--- config.mk ---
export PLATFORM = sky130hd
export DESIGN_NAME = ps2_rx_fifo
export DESIGN_NICKNAME = d
export VERILOG_FILES = /design/src/rtl/ps2_rx_fifo.sv
export SDC_FILE = /design/constraint.sdc
export NUM_CORES = 1
export LEC_CHECK = 0
export CAP_MARGIN = 5
export CORE_MARGIN = 2
export CORE_UTILIZATION = 25
export DETAILED_ROUTE_END_ITERATION = 8
export PLACE_DENSITY = 0.46
export SLEW_MARGIN = 5
export SYNTH_ARGS = -nofsm -noshare
export SYNTH_HDL_FRONTEND = slang
export SYNTH_SLANG_ARGS = --single-unit
--- constraint.sdc ---
create_clock -name clock -period 3.2 [get_ports clock]
set_clock_uncertainty 0.2 [all_clocks]
set_input_delay 0.32 -clock clock [delete_from_list [all_inputs] [get_ports clock]]
set_output_delay 0.32 -clock clock [all_outputs]
set_load 0.02 [all_outputs]
--- src/rtl/ps2_rx_fifo.sv ---
`timescale 1ns/1ps
`default_nettype none
// ============================================================================
// Module   : ps2_rx_fifo
// Purpose  : PS/2 device-to-host receiver with a small byte FIFO. The raw
//            ps2_clock/ps2_data pins are synchronised into the system clock
//            domain, 11-bit frames (start, 8 data LSB first, odd parity,
//            stop) are deserialised, and valid scan-code bytes are queued
//            for the processor, which pops them one byte per ps2_read cycle.
// Ports    : clock           - system clock, rising edge
//            reset           - synchronous, active-high
//            ps2_clock       - raw PS/2 clock pin (asynchronous)
//            ps2_data        - raw PS/2 data pin (asynchronous)
//            ps2_read        - pop strobe, one byte per cycle high
//            ps2_key_pressed - FIFO not empty
//            ps2_out         - FIFO head byte, 8'h00 when empty
//            parity_error    - one-cycle pulse on a parity failure
//            frame_error     - one-cycle pulse on bad stop bit or timeout
//            overflow        - sticky, a valid byte was dropped (FIFO full)
// Options  : PS2_BREAK_FILTER_EN - when defined, an F0 break prefix and the
//            byte following it are swallowed instead of queued.
// Revision : 1.0 - initial release
// ============================================================================
module ps2_rx_fifo #(
  parameter int DEPTH          = 8,
  parameter int ADDR_W         = 3,
  parameter int TIMEOUT_CYCLES = 10000
) (
  input  logic       clock,
  input  logic       reset,
  input  logic       ps2_clock,
  input  logic       ps2_data,
  input  logic       ps2_read,
  output logic       ps2_key_pressed,
  output logic [7:0] ps2_out,
  output logic       parity_error,
  output logic       frame_error,
  output logic       overflow
);

  localparam int TMR_W = $clog2(TIMEOUT_CYCLES + 1);

  localparam logic [1:0] ST_IDLE   = 2'd0;
  localparam logic [1:0] ST_DATA   = 2'd1;
  localparam logic [1:0] ST_PARITY = 2'd2;
  localparam logic [1:0] ST_STOP   = 2'd3;

  localparam logic [ADDR_W-1:0] PTR_ONE   = 1;
  localparam logic [ADDR_W:0]   CNT_ONE   = 1;
  localparam logic [ADDR_W:0]   CNT_FULL  = DEPTH[ADDR_W:0];
  localparam logic [TMR_W-1:0]  TMR_ONE   = 1;
  localparam logic [TMR_W-1:0]  TMR_LIMIT = TIMEOUT_CYCLES[TMR_W-1:0];
  localparam logic [7:0]        BREAK_CODE = 8'hF0;

  // --------------------------------------------------------------------------
  // Input synchronisers; idle bus level is high, so they reset to 1.
  // --------------------------------------------------------------------------
  logic clk_s1_q, clk_s1_d, clk_s2_q, clk_s2_d, clk_prev_q, clk_prev_d;
  logic dat_s1_q, dat_s1_d, dat_s2_q, dat_s2_d;
  logic fall;
  logic bit_in;

  always_comb begin
    clk_s1_d   = ps2_clock;
    clk_s2_d   = clk_s1_q;
    clk_prev_d = clk_s2_q;
    dat_s1_d   = ps2_data;
    dat_s2_d   = dat_s1_q;
  end

  assign fall   = clk_prev_q & ~clk_s2_q;
  assign bit_in = dat_s2_q;

  // --------------------------------------------------------------------------
  // Receive FSM: state register / next-state logic / output logic
  // --------------------------------------------------------------------------
  logic [1:0]       state_q, state_d;
  logic [2:0]       bit_cnt_q, bit_cnt_d;
  logic [7:0]       shift_q, shift_d;
  logic             parity_q, parity_d;
  logic [TMR_W-1:0] timer_q, timer_d;
  logic             timeout;

  always_ff @(posedge clock) begin
    if (reset) begin
      state_q <= ST_IDLE;
    end else begin
      state_q <= state_d;
    end
  end

  // Timeout is only checked on cycles without an edge, since an edge restarts
  // the inter-bit interval.
  assign timeout = (state_q != ST_IDLE) && !fall && (timer_q == TMR_LIMIT);

  always_comb begin
    state_d   = state_q;
    bit_cnt_d = bit_cnt_q;
    shift_d   = shift_q;
    parity_d  = parity_q;
    if (timeout) begin
      state_d = ST_IDLE;
    end else if (fall) begin
      case (state_q)
        ST_IDLE: begin
          if (!bit_in) begin
            state_d   = ST_DATA;
            bit_cnt_d = 3'd0;
          end
        end
        ST_DATA: begin
          shift_d = {bit_in, shift_q[7:1]};
          if (bit_cnt_q == 3'd7) begin
            state_d = ST_PARITY;
          end else begin
            bit_cnt_d = bit_cnt_q + 3'd1;
          end
        end
        ST_PARITY: begin
          parity_d = bit_in;
          state_d  = ST_STOP;
        end
        ST_STOP: begin
          state_d = ST_IDLE;
        end
        default: begin
          state_d = ST_IDLE;
        end
      endcase
    end
  end

  always_comb begin
    if ((state_q == ST_IDLE) || fall || timeout) begin
      timer_d = '0;
    end else begin
      timer_d = timer_q + TMR_ONE;
    end
  end

  logic stop_edge, odd_ok;
  logic frame_err_d, parity_err_d, byte_ok;

  // Stop bit low wins over a parity failure.
  always_comb begin
    stop_edge    = fall && (state_q == ST_STOP);
    odd_ok       = ^{shift_q, parity_q};
    frame_err_d  = timeout | (stop_edge & ~bit_in);
    parity_err_d = stop_edge & bit_in & ~odd_ok;
    byte_ok      = stop_edge & bit_in & odd_ok;
  end

  // --------------------------------------------------------------------------
  // Optional break-code filter
  // --------------------------------------------------------------------------
  logic push_req;

`ifdef PS2_BREAK_FILTER_EN
  logic skip_q, skip_d;

  always_comb begin
    skip_d   = skip_q;
    push_req = 1'b0;
    if (byte_ok) begin
      if (skip_q) begin
        skip_d = 1'b0;
      end else if (shift_q == BREAK_CODE) begin
        skip_d = 1'b1;
      end else begin
        push_req = 1'b1;
      end
    end
  end

  always_ff @(posedge clock) begin
    if (reset) begin
      skip_q <= 1'b0;
    end else begin
      skip_q <= skip_d;
    end
  end
`else
  localparam logic [7:0] UNUSED_BREAK = BREAK_CODE;
  always_comb begin
    push_req = byte_ok | (UNUSED_BREAK != UNUSED_BREAK);
  end
`endif

  // --------------------------------------------------------------------------
  // Byte FIFO
  // --------------------------------------------------------------------------
  logic [7:0]        mem_q [DEPTH];
  logic [ADDR_W-1:0] wr_ptr_q, wr_ptr_d, rd_ptr_q, rd_ptr_d;
  logic [ADDR_W:0]   count_q, count_d;
  logic              overflow_q, overflow_d;
  logic              parity_err_q, frame_err_q;
  logic              pop, full, wr_en;

  always_comb begin
    pop        = ps2_read && (count_q != '0);
    full       = (count_q == CNT_FULL);
    // A full FIFO still accepts the byte when a pop frees a slot this cycle.
    wr_en      = push_req && (!full || pop);
    overflow_d = overflow_q | (push_req & full & ~pop);
    wr_ptr_d   = wr_en ? (wr_ptr_q + PTR_ONE) : wr_ptr_q;
    rd_ptr_d   = pop   ? (rd_ptr_q + PTR_ONE) : rd_ptr_q;
    case ({wr_en, pop})
      2'b10:   count_d = count_q + CNT_ONE;
      2'b01:   count_d = count_q - CNT_ONE;
      default: count_d = count_q;
    endcase
  end

  always_ff @(posedge clock) begin
    if (wr_en) begin
      mem_q[wr_ptr_q] <= shift_q;
    end
  end

  always_ff @(posedge clock) begin
    if (reset) begin
      clk_s1_q     <= 1'b1;
      clk_s2_q     <= 1'b1;
      clk_prev_q   <= 1'b1;
      dat_s1_q     <= 1'b1;
      dat_s2_q     <= 1'b1;
      bit_cnt_q    <= 3'd0;
      shift_q      <= 8'h00;
      parity_q     <= 1'b0;
      timer_q      <= '0;
      wr_ptr_q     <= '0;
      rd_ptr_q     <= '0;
      count_q      <= '0;
      overflow_q   <= 1'b0;
      parity_err_q <= 1'b0;
      frame_err_q  <= 1'b0;
    end else begin
      clk_s1_q     <= clk_s1_d;
      clk_s2_q     <= clk_s2_d;
      clk_prev_q   <= clk_prev_d;
      dat_s1_q     <= dat_s1_d;
      dat_s2_q     <= dat_s2_d;
      bit_cnt_q    <= bit_cnt_d;
      shift_q      <= shift_d;
      parity_q     <= parity_d;
      timer_q      <= timer_d;
      wr_ptr_q     <= wr_ptr_d;
      rd_ptr_q     <= rd_ptr_d;
      count_q      <= count_d;
      overflow_q   <= overflow_d;
      parity_err_q <= parity_err_d;
      frame_err_q  <= frame_err_d;
    end
  end

  // Outputs come only from registered state; ps2_read has no path to them.
  assign ps2_key_pressed = (count_q != '0);
  assign ps2_out         = (count_q != '0) ? mem_q[rd_ptr_q] : 8'h00;
  assign parity_error    = parity_err_q;
  assign frame_error     = frame_err_q;
  assign overflow        = overflow_q;

endmodule
`default_nettype wire

==> results of run 1 <==
==> final timing paths <==
| path | slack (ps) | to | cells past startpoint |
|---|---|---|---|
| worst min-delay path | 200 | bit_in | 1 |
| worst max-delay path | 280 | count_q[2] | 10 |
| worst max register to register | 280 | count_q[2] | 10 |
| worst min register to register | 200 | bit_in | 1 |
==> area by class of cell <==
type | count | area share
flip-flops and latches | 113 | 0.494
multi-input cells | 215 | 0.292
clock buffers | 26 | 0.0924
repair buffers | 36 | 0.0528
well taps | 234 | 0.0498
clock inverters | 6 | 0.0115
inverters | 11 | 0.00702
==> through the flow <==
step | utilization | hold slack [ps] | worst slack [ps] | cells
floorplan | - | 189 | 413 | 353
global placement | 0.282 | 192 | 218 | 609
detailed placement | 0.282 | 194 | 158 | 609
CTS | 0.315 | 206 | 138 | 641
global route | 0.315 | 224 | 63.3 | 641
finish | 0.315 | 204 | 279 | 641
==> sequential cells by signal, summed over array words and instances (netlist names), named ones only <==
register	flops
mem_q	64
timer_q	14
shift_q	8
count_q	4
bit_cnt_q	3
rd_ptr_q	3
wr_ptr_q	3
state_q	2
bit_in	1
clk_prev_d	1
clk_prev_q	1
clk_s1_q	1
dat_s1_q	1
frame_error	1
overflow	1
parity_error	1
parity_q	1
==> cells in the mapped netlist (2+ instances only) <==
cell type and number:
dfxtp_1 49, inv_1 10, nor3_1 9, o21ai_0 2
a21oi_1 16, mux4_2 16, or2_2 5, edfxtp_1 64
nand3_1 17, mux2i_1 13, xor2_1 13, nor4bb_1 2
ha_1 13, clkbuf_1 9, nand4_1 4, nand2_1 19
buf_2 3, xnor2_1 9, nor2b_1 2, nand2b_1 4
nand4b_1 3, nor2_1 41
==> per-layer routing <==
metal / vias to the layer above / GRT usage
met5: - / 0
met4: 0 / 0.0347
met3: 9 / 0.0405
met2: 41 / 0.159
met1: 1326 / 0.117
li1: 1373 / -
==> power breakdown <==
group | internal [mW] | switching (mW)
Sequential | 1.52 | 0.00185
Combinational | 0.00942 | 0.0130
Clock | 1.25 | 0.626
==> cell families after synthesis <==
group	after synthesis	synth area share
simple gates	119	0.127
flops	113	0.614
mux	30	0.109
compound gates	28	0.0397
xor+xnor	25	0.0543
buf+inv	25	0.0222
fa+ha+maj	13	0.0344
==> worst max-delay path: stages (launching register included) <==
cell and delay [ps]:
dfxtp_2 410, xor2_1 160, xnor3_2 510, mux2i_4 280, ha_1 310, xor2_1 180, ha_1 160, a21oi_1 50
xor2_1 160, or3_1 300, a21oi_1 130
==> results.toml, run 1 <==
[flow_run]
drv_cap = 0

[sta]
fin_crit_sh = 0.913
fmax_ghz = 0.342
setup_violations = 0
hold_viol = 0
max_slew.worst_pin.slew_ps = 586
final.min_clock_period_ps = 2920
slew_violations = 0
relSlewSlack = 0.609
fin_setup_tns_ps = 0
rsz0062_at_grt = "no"

[logic_synthesis]
synth.distinct_cells = 52
synthFlopType = "edfxtp_1"
netlist_area_um2 = 4730
synthArstFlopShare = 0
yosys_warnings = 0
synth_edf_count = 64
syn_inst = 353
yosysTopAreaCell = "edfxtp_1"
syn-num-nets = 371
synth_area_leaders = "edfxtp_1, dfxtp_1, mux4_2"
ys_seq_elements = 113
avgSynthCellArea_um2 = 13.4
yosysSeqAreaShare = 0.614
synth_top_area_frac = 0.407

[power_and_ir_drop]
peakVddDrop_v = 0.000393
power_density_nw_per_um2 = 582
total_power_mw = 3.42
power.leakage_nw = 1.98

[routing]
drc = 0
antenna_left = 0
wl_met2_um = 4320
vias = 2749
drt-pass1-iter-count = 4
met1_length_um = 4030
top_layer = "met4"
routed-wl-met3_um = 359
wl_per_cell_um = 13.7
viasPerCell = 4.29
wl_um = 8800
drt-initial-drc-count = 163

[finish]
design_area_um2 = 5880
mostFrequentLayoutCell = "edfxtp_1"
layout_common_cells = "edfxtp_1, dfxtp_1, nor2_1, clkbuf_16, buf_4"
num-nets-final = 412
multi_input_area_um2 = 1720
syn_to_final_growth_pct = 24.4
drive_gt1_frac = 0.192
regArea_um2 = 2900
fillerInstances = 1846
n_antenna_cell = 0

[critical_path]
cp.required_ps = 3340
worstSetupStartpointType = "register"
worst_setup_path_end_kind = "register"
path_max_fanout = 10
cp.arrival_ps = 3060
r2r_start = "shift_q[0]"
crit_path_start = "shift_q[0]"
path_class = "register to register"

[global_routing]
grt_usage = 0.0978
grt_pass1_vias = 2784
antenna_found_initial = 0
grt_pass1_wl_um = 14500
gr-total-overflow = 0
grt_max_degree = 34

[worst_hold_path]
holdCritPathClass = "register to register"
hold_path_startpoint = "dat_s1_q"

[clocking]
cts_made_buffers = 17
cts_sinks = 113
cts.repair_timing.setup_buffer_count = 0
cts-root-buf = "clkbuf_16"
h-tree-depth = 4
cts_buffer_depth = 2
hold_buffers = 0
path_clk_slew_ps = 50
clock_latency_ps = 410
cts_resized = 0
cts_tree = "done"

[die]
io_pins = 17
dieArea_um2 = 20000
initial_core_util = 0.254
core_um2 = 18600
die_w_um = 142
die_height_um = 142
num_rows = 50

[run_status]
status = "complete, no violations"

[placed_design]
hpwlAfterDp_um = 5740
numPortBuffers = 16
placed_area_um2 = 5270
gp_congestion = 0.774
No activity file was read; power rests on OpenSTA's default activity.
==> run 2: changes to the inputs <==
- SKIP_LAST_GASP: not set -> 1
==> results of run 2 <==
The final DEF is identical to that of run 1; final timing and power are the same.
==> run 3: changes to the inputs <==
--- a/config.mk
+++ b/config.mk
@@ -7,3 +7,3 @@
 export LEC_CHECK = 0
-export CAP_MARGIN = 5
+export CAP_MARGIN = 20
 export CORE_MARGIN = 2
@@ -12,2 +12,3 @@
 export PLACE_DENSITY = 0.46
+export RECOVER_POWER = 50
 export SKIP_LAST_GASP = 1
==> constraint.sdc (replaced) <==
create_clock -name clock -period 3.2 [get_ports clock]
set_clock_uncertainty 0.2 [all_clocks]
set_input_delay 0.96 -clock clock [delete_from_list [all_inputs] [get_ports clock]]
set_output_delay 0.96 -clock clock [all_outputs]
set_load 0.02 [all_outputs]
==> results.toml, run 3 (synthesis gave the netlist of run 1 again) <==
[sta]
max_slew.worst_pin.slew_ps = 1460
final.min_clock_period_ps = 3130
final.setup.worst_slack_ps = 73.6
slew_violations = 0
fin_crit_sh = 0.977
fmax_ghz = 0.320
hold_slack_ps = 206
hold_viol = 0
setup_violations = 0
relSlewSlack = 0.0293
rsz0062_at_grt = "yes"

[clocking]
hold_buffers = 0
h-tree-depth = 4
path_clk_slew_ps = 50
cts_made_buffers = 17
cts_sinks = 113
cts_buffer_depth = 2
cts_tree = "done"
clock_latency_ps = 420
cts-root-buf = "clkbuf_16"

[critical_path]
cp.arrival_ps = 1970
worst_setup_path_end_kind = "output port"
worstSetupStartpointType = "register"
path_class = "register to output port"
cp.required_ps = 2040
path_max_fanout = 8
r2r_start = "shift_q[1]"

[finish]
largest_reg_flops = 64
drive_gt1_frac = 0.210
reg.largest.list = "mem_q x64, timer_q x14, shift_q x8"
layout_common_cells = "edfxtp_1, dfxtp_1, nor2_1, nand2_1, buf_4"
syn_to_final_growth_pct = 25.2
n_antenna_cell = 0
num-nets-final = 424
top_register = "mem_q"
mostFrequentLayoutCell = "edfxtp_1"

[die]
core_um2 = 18600
die_height_um = 142
initial_core_util = 0.254
dieArea_um2 = 20000
num_rows = 50
io_pins = 17
die_w_um = 142

[placed_design]
numPortBuffers = 16
dp_slack_ps = -271
hpwlAfterDp_um = 5920
gp_congestion = 0.703

[power_and_ir_drop]
power.leakage_nw = 2.01
peakVddDrop_v = 0.000357
power_density_nw_per_um2 = 562
total_power_mw = 3.33

[global_routing]
grt_max_degree = 34
antenna_found_initial = 0
gr-total-overflow = 0
grt_usage = 0.0999
grt_pass1_wl_um = 15000
grt_pass1_vias = 2878

[run_status]
status = "complete, no violations"

[routing]
wl_um = 9260
drt-initial-drc-count = 109
vias = 2840
drc = 0
drt-pass1-iter-count = 4
antenna_left = 0
viasPerCell = 4.35
wl_per_cell_um = 14.2

[flow_run]
drv_cap = 0

[worst_hold_path]
holdCritPathClass = "register to register"
hold_path_startpoint = "dat_s1_q"
-- run 3: cell count changes in the layout (fill, tap and decap cells not counted), sizes merged --
cell | before | now
clkdlybuf4s15 | 0 | 3
clkdlybuf4s50 | 16 | 7
clkbuf | 26 | 36
buf | 20 | 22
bufinv | 1 | 2
clkinv | 4 | 6
dlygate4sd3 | 0 | 1
clkinvlp | 1 | 3
-- run 3: critical path: stages, from the launching register on --
cell and delay [ps]:
dfxtp_4 380, buf_12 150, mux4_2 510, mux2i_2 170, nor2_1 60, clkdlybuf4s15_1 280
-- run 3: report_power, final --
group	internal, mW	switching, mW	leakage (nW)
registers	1.52	0.00193	0.989
logic	0.00933	0.0130	0.756
clock network	1.13	0.648	0.264
-- run 3: final timing paths --
check | to | slack, ps | cells past startpoint
min reg2reg | bit_in | 210 | 1
min | bit_in | 210 | 1
max | ps2_out[6] | 70 | 5
max reg2reg | count_q[2] | 430 | 10
-- run 3: layout make-up --
class / instances / area, um2
Tap cell: 234 / 293
Clock inverter: 11 / 115
Sequential cell: 113 / 2910
Inverter: 11 / 41.3
Fill cell: 1864 / 12700
Clock buffer: 21 / 440
Multi-Input combinational cell: 215 / 1730
Timing Repair Buffer: 48 / 397
-- run 3: what timing repair did --
action,in CTS,in global routing
setup buffers,1,0
pin swaps,1,1
cloned,0,1
resized for setup,8,17
setup endpoints to repair,9,9
endpoints found under the hold margin,0,0
-- run 3: through the flow --
step,setup TNS [ps],utilization,instance area [um2],std cells
4_1_cts,-151,0.318,5930,652
5_1_grt,-20.2,0.318,5920,653
3_3_place_gp,-749,0.288,5370,619
6_report,0,0.318,5920,653
3_5_place_dp,-1240,0.288,5370,619
2_1_floorplan,0,-,4730,353
-- run 3: routing by layer --
layer  vias to the layer above  GRT usage  wire [um]
met5                         -          0          0
met4                         0     0.0442        167
met3                        14     0.0344        267
met2                        37      0.154       4300
met1                      1390      0.127       4520
li1                       1399          -          -
==> RTL change 1, RTL diff (settings of run 2) <==
Put a register stage on the outputs `ps2_key_pressed` and `ps2_out`, cleared by the reset. The values now appear one clock later. The other outputs are not delayed to match.
--- a/src/rtl/ps2_rx_fifo.sv
+++ b/src/rtl/ps2_rx_fifo.sv
@@ -256,4 +256,11 @@
   // Outputs come only from registered state; ps2_read has no path to them.
-  assign ps2_key_pressed = (count_q != '0);
-  assign ps2_out         = (count_q != '0) ? mem_q[rd_ptr_q] : 8'h00;
+  always_ff @(posedge clock) begin
+    if (reset) begin
+      ps2_key_pressed <= '0;
+      ps2_out         <= '0;
+    end else begin
+      ps2_key_pressed <= (count_q != '0);
+      ps2_out         <= (count_q != '0) ? mem_q[rd_ptr_q] : 8'h00;
+    end
+  end
   assign parity_error    = parity_err_q;
Behaviour: same outputs for any inputs over 10 cycles, from zero or initial values and one cycle with reset high; that may be too few to reach the edited logic, so the function may still have changed.
==> RTL change 1 against run 2 <==
  * Sequential cell count is 6 higher
  * Worst setup slack better by 0.099 ns
  * Utilization increased by 0.29 points
  * Final area grew 1.6%
  * Wire length rose by 9.1%
  * Hold slack better by 0.0016 ns
  * Critical path depth is 1 lower
  * Sequential share of layout area is 1.2 points higher
  * Synthesized area rose by 1.8%
  * Critical path type unchanged
  * Die area up 1.8%
  * Cell count increased by 2.0%
Power is not compared: it rests on default switching activity, and its combinational part moved more than twofold at a synthesized area within 25%.
==> RTL change 1: results <==
group,metric,value,unit
place,dp_slack,0.382,ns
layout,nNetsFinal,423,
routing,via_per_inst,4.40,
synthesis,synth_mux_area_share,12.0,%
global_route,grt_pass1_vias,2966,
layout,drive_gt1_share,17.4,%
worst_setup_path,critical_path_peak_fanout,11,
clock_network,cts_buffers,17,
clock_network,cts_max_level,4,
synthesis,synth.distinct_cells,45,
synthesis,synth_common_cells,"64 x edfxtp_1, 55 x dfxtp_1, 38 x nor2_1, 30 x nand2_1",
place,place_congestion,0.720,
routing,dr.pass1.iters,5,
sta,slew_viol_final,0,
clock_network,cts_root_buf,"clkbuf_16",
layout,fillCellCount,1887,
power,ir_worst_vdd,409,uV
synthesis,synth-compound-area-share,3.07,%
routing,vias,2879,
sta,tightest_slew,0.743,ns
routing,wl,9.60,mm
synthesis,netlist_instances,364,
synthesis,synthAdderAreaFrac,2.86,%
outcome,outcome,"finished, final reports clean",
global_route,grtUsageTotal,10.5,%
synthesis,synth.net_count,380,
synthesis,synth_edf_count,64,
global_route,grt_max_degree,37,
clock_network,clk_latency,0.41,ns
power,p_leak,2.03,nW
place,io_buffers,16,
global_route,antenna_found_initial,0,
place,place_hpwl,6.21,mm
layout,reg.largest.list,"mem_q: 64 flops, timer_q: 14 flops",
synthesis,yosysWarnings,0,
synthesis,synth_xor_area_share,4.42,%
clock_network,cts_resized,0,
synthesis,seq_area_frac_synth,62.8,%
global_route,grt_pass1_wl,15.7,mm
synthesis,async_flop_share,0,%
synthesis,synthTopCellsByArea,"edfxtp_1 40%, dfxtp_1 23%, mux4_2 7.5%, nor2_1 3.0%, mux2i_1 2.9%",
routing,drt_iter0_drc,149,
place,place_inst,622,
min_path,hold_path_class,"register to register",
-- RTL change 1: area by class of cell --
type / instances / area, um2 / share of cell area [%]
multi-input cells: 223 / 1710 / 28.6
clock buffers: 21 / 440 / 7.37
flip-flops and latches: 119 / 3020 / 50.6
well taps: 234 / 293 / 4.90
repair buffers: 38 / 325 / 5.45
inverters: 8 / 30.0 / 0.503
clock inverters: 11 / 155 / 2.60
-- RTL change 1: stage by stage --
| stage | hold WS (ns) | cell area [um2] |
|---|---|---|
| 6_report | 0.206 | 5970 |
| 5_1_grt | 0.234 | 5970 |
| 4_1_cts | 0.211 | 5970 |
| 3_5_place_dp | 0.196 | 5380 |
| 3_3_place_gp | 0.194 | 5380 |
| 2_1_floorplan | 0.189 | 4810 |
-- RTL change 1: worst paths after layout --
check / depth (start not counted) / start / slack, ns / to
setup / recovery: 9 / shift_q[7]$_SDFFE_PP0P_ / 0.38 / count_q[2]$_SDFFE_PP0P_
hold / removal: 1 / clk_s1_q$_SDFF_PP1_ / 0.21 / clk_prev_d$_SDFF_PP1_
setup reg to reg: 9 / shift_q[7]$_SDFFE_PP0P_ / 0.38 / count_q[2]$_SDFFE_PP0P_
hold reg to reg: 1 / clk_s1_q$_SDFF_PP1_ / 0.21 / clk_prev_d$_SDFF_PP1_
-- RTL change 1: metal layers --
metal	track usage, %	part of all wire [%]	up-vias
li1	-	-	1411
met1	12.8	47	1414
met2	17.0	48	42
met3	3.82	3.8	12
met4	3.91	1.2	0
met5	0	0	-
-- RTL change 1: cells by family (layout without fill, tap and decap cells) --
| kind of cell | count (synthesis) | in the layout |
|---|---|---|
| AOI/OAI and AO/OA | 25 | 25 |
| adders and majority gates | 11 | 11 |
| and+or+nand+nor | 130 | 130 |
| buffers and inverters | 22 | 78 |
| xor gates and xnor gates | 21 | 21 |
| DFF | 119 | 119 |
| muxes | 36 | 36 |
-- RTL change 1: worst max-delay path, cell delays in order, from the launching register on --
cell and delay [ns]:
dfxtp_1 0.52, xnor3_1 0.43, nor2b_1 0.17, mux2i_2 0.32, nand2_1 0.12, xnor2_1 0.14, ha_1 0.19, and2_1 0.14
mux2i_1 0.14, mux2_1 0.33
-- RTL change 1: power breakdown --
group	internal [mW]	switching [mW]	total, mW	leakage [nW]
registers	1.64	0.0263	1.66	1.04
clock network	1.29	0.641	1.93	0.291
logic	0.218	0.207	0.424	0.705
total	3.14	0.874	4.02	2.03
==> RTL change 2, RTL diff (config.mk and constraints of run 2) <==
Without the edit above. Change the parameter `TIMEOUT_CYCLES` from 10000 to 40000.
--- a/src/rtl/ps2_rx_fifo.sv
+++ b/src/rtl/ps2_rx_fifo.sv
@@ -26,3 +26,3 @@
   parameter int ADDR_W         = 3,
-  parameter int TIMEOUT_CYCLES = 10000
+  parameter int TIMEOUT_CYCLES = 40000
 ) (
Behaviour: same outputs for any inputs over 10 cycles, from zero or initial values and one cycle with reset high; that may be too few to reach the edited logic, so the function may still have changed.
==> RTL change 2 against run 2 <==
  * Global-route usage is 0.58 points higher
  * Wire length is 8.4% higher
  * Synthesized area is 0.32% higher
  * Worst setup slack better by 0.014 ns
  * Non-clock buffer count stayed put
  * Final area is 0.26% lower
  * First-iteration DRC count is 20% lower
  * Critical path depth is 5 lower
  * Sequential cell count is 2 higher
  * Synthesized cell count is 2.3% higher
Power is not compared: it rests on default switching activity, and its combinational part moved more than twofold at a synthesized area within 25%.
==> RTL change 2: results <==
group,metric,value,unit
worst_setup_path,crit_slowest_cell,"clkdlybuf4s50_1",
layout,reg.largest.list,"mem_q: 64 flops, timer_q: 16 flops, shift_q: 8 flops",
synthesis,synth.net_count,377,
layout,nNetsFinal,418,
routing,routedLengthMet1,4.69,mm
place,dp_slack,0.421,ns
synthesis,synthAdderAreaFrac,2.90,%
place,place_hpwl,6.30,mm
synthesis,seq_area_frac_synth,62.1,%
global_route,grt_util_met2,16.0,%
global_route,use_met1,13.4,%
routing,via_per_inst,4.38,
synthesis,synth-compound-area-share,3.30,%
power,seqPwrFrac,38.3,%
layout,drive_gt1_share,19.8,%
power,clkPwrFrac,42.7,%
synthesis,synth.distinct_cells,43,
global_route,grt_pass1_vias,2897,
place,place_congestion,0.725,
synthesis,synthTopCellsByArea,"edfxtp_1 41%, dfxtp_1 22%, mux4_2 7.6%, nor2_1 4.0%, ha_1 2.9%",
worst_setup_path,reg2reg_from,"shift_q[5]$_SDFFE_PP0P_",
global_route,grt_pass1_wl,15.6,mm
synthesis,synth_xor_area_share,5.04,%
layout,final_cells,649,
worst_setup_path,max_stage_delay,0.55,ns
sta,tightest_slew,0.631,ns
global_route,grtUsageTotal,10.4,%
worst_setup_path,cp_top_family,"buffers and inverters",
place,placed_area,5290,um2
place,place_inst,617,
worst_setup_path,cp.arrival,2.39,ns
routing,wl_met3,271,um
synthesis,synth_area_per_cell,13.1,um2
global_route,grt_use_met3,3.48,%
synthesis,synth_common_cells,"64 x edfxtp_1, 51 x dfxtp_1, 50 x nor2_1, 22 x nand2_1, 18 x nand3_1",
routing,wl,9.54,mm
synthesis,synth_mux_area_share,11.1,%
outcome,outcome,"finished, final reports clean",
place,io_buffers,16,
min_path,hold_path.startpoint,"clk_s1_q$_SDFF_PP1_",
routing,drt_iter0_drc,130,
RTL change 2: cell count changes in the layout (fill, tap and decap cells not counted), sizes merged, moves of 3 or more:
cell	before	now
clkbuf	26	19
nor2b	2	5
clkinv	4	9
xnor2	10	7
nand4	4	7
nor4	1	4
nor2	42	51
nand2	19	23
RTL change 2: worst paths after layout:
path	depth (start not counted)	slack [ns]	endpoint
worst min-delay path	1	0.21	clk_prev_d$_SDFF_PP1_
worst min register to register	1	0.21	clk_prev_d$_SDFF_PP1_
worst max-delay path	5	0.29	ps2_out[0]
worst max register to register	7	0.40	mem_q[0][6]$_DFFE_PP_
RTL change 2: final cells by class:
class,instances,area (um2)
sequential,115,2940
fill,1862,12800
inverter,9,33.8
multi-input combinational,223,1710
tap,234,293
clock inverter,13,138
clock buffer,19,433
timing repair buffer,36,310
RTL change 2: what timing repair did:
| action | in CTS | in global routing |
|---|---|---|
| gates resized for setup | 0 | 1 |
| hold buffers | 0 | 0 |
| endpoints found under the setup margin | 0 | 5 |
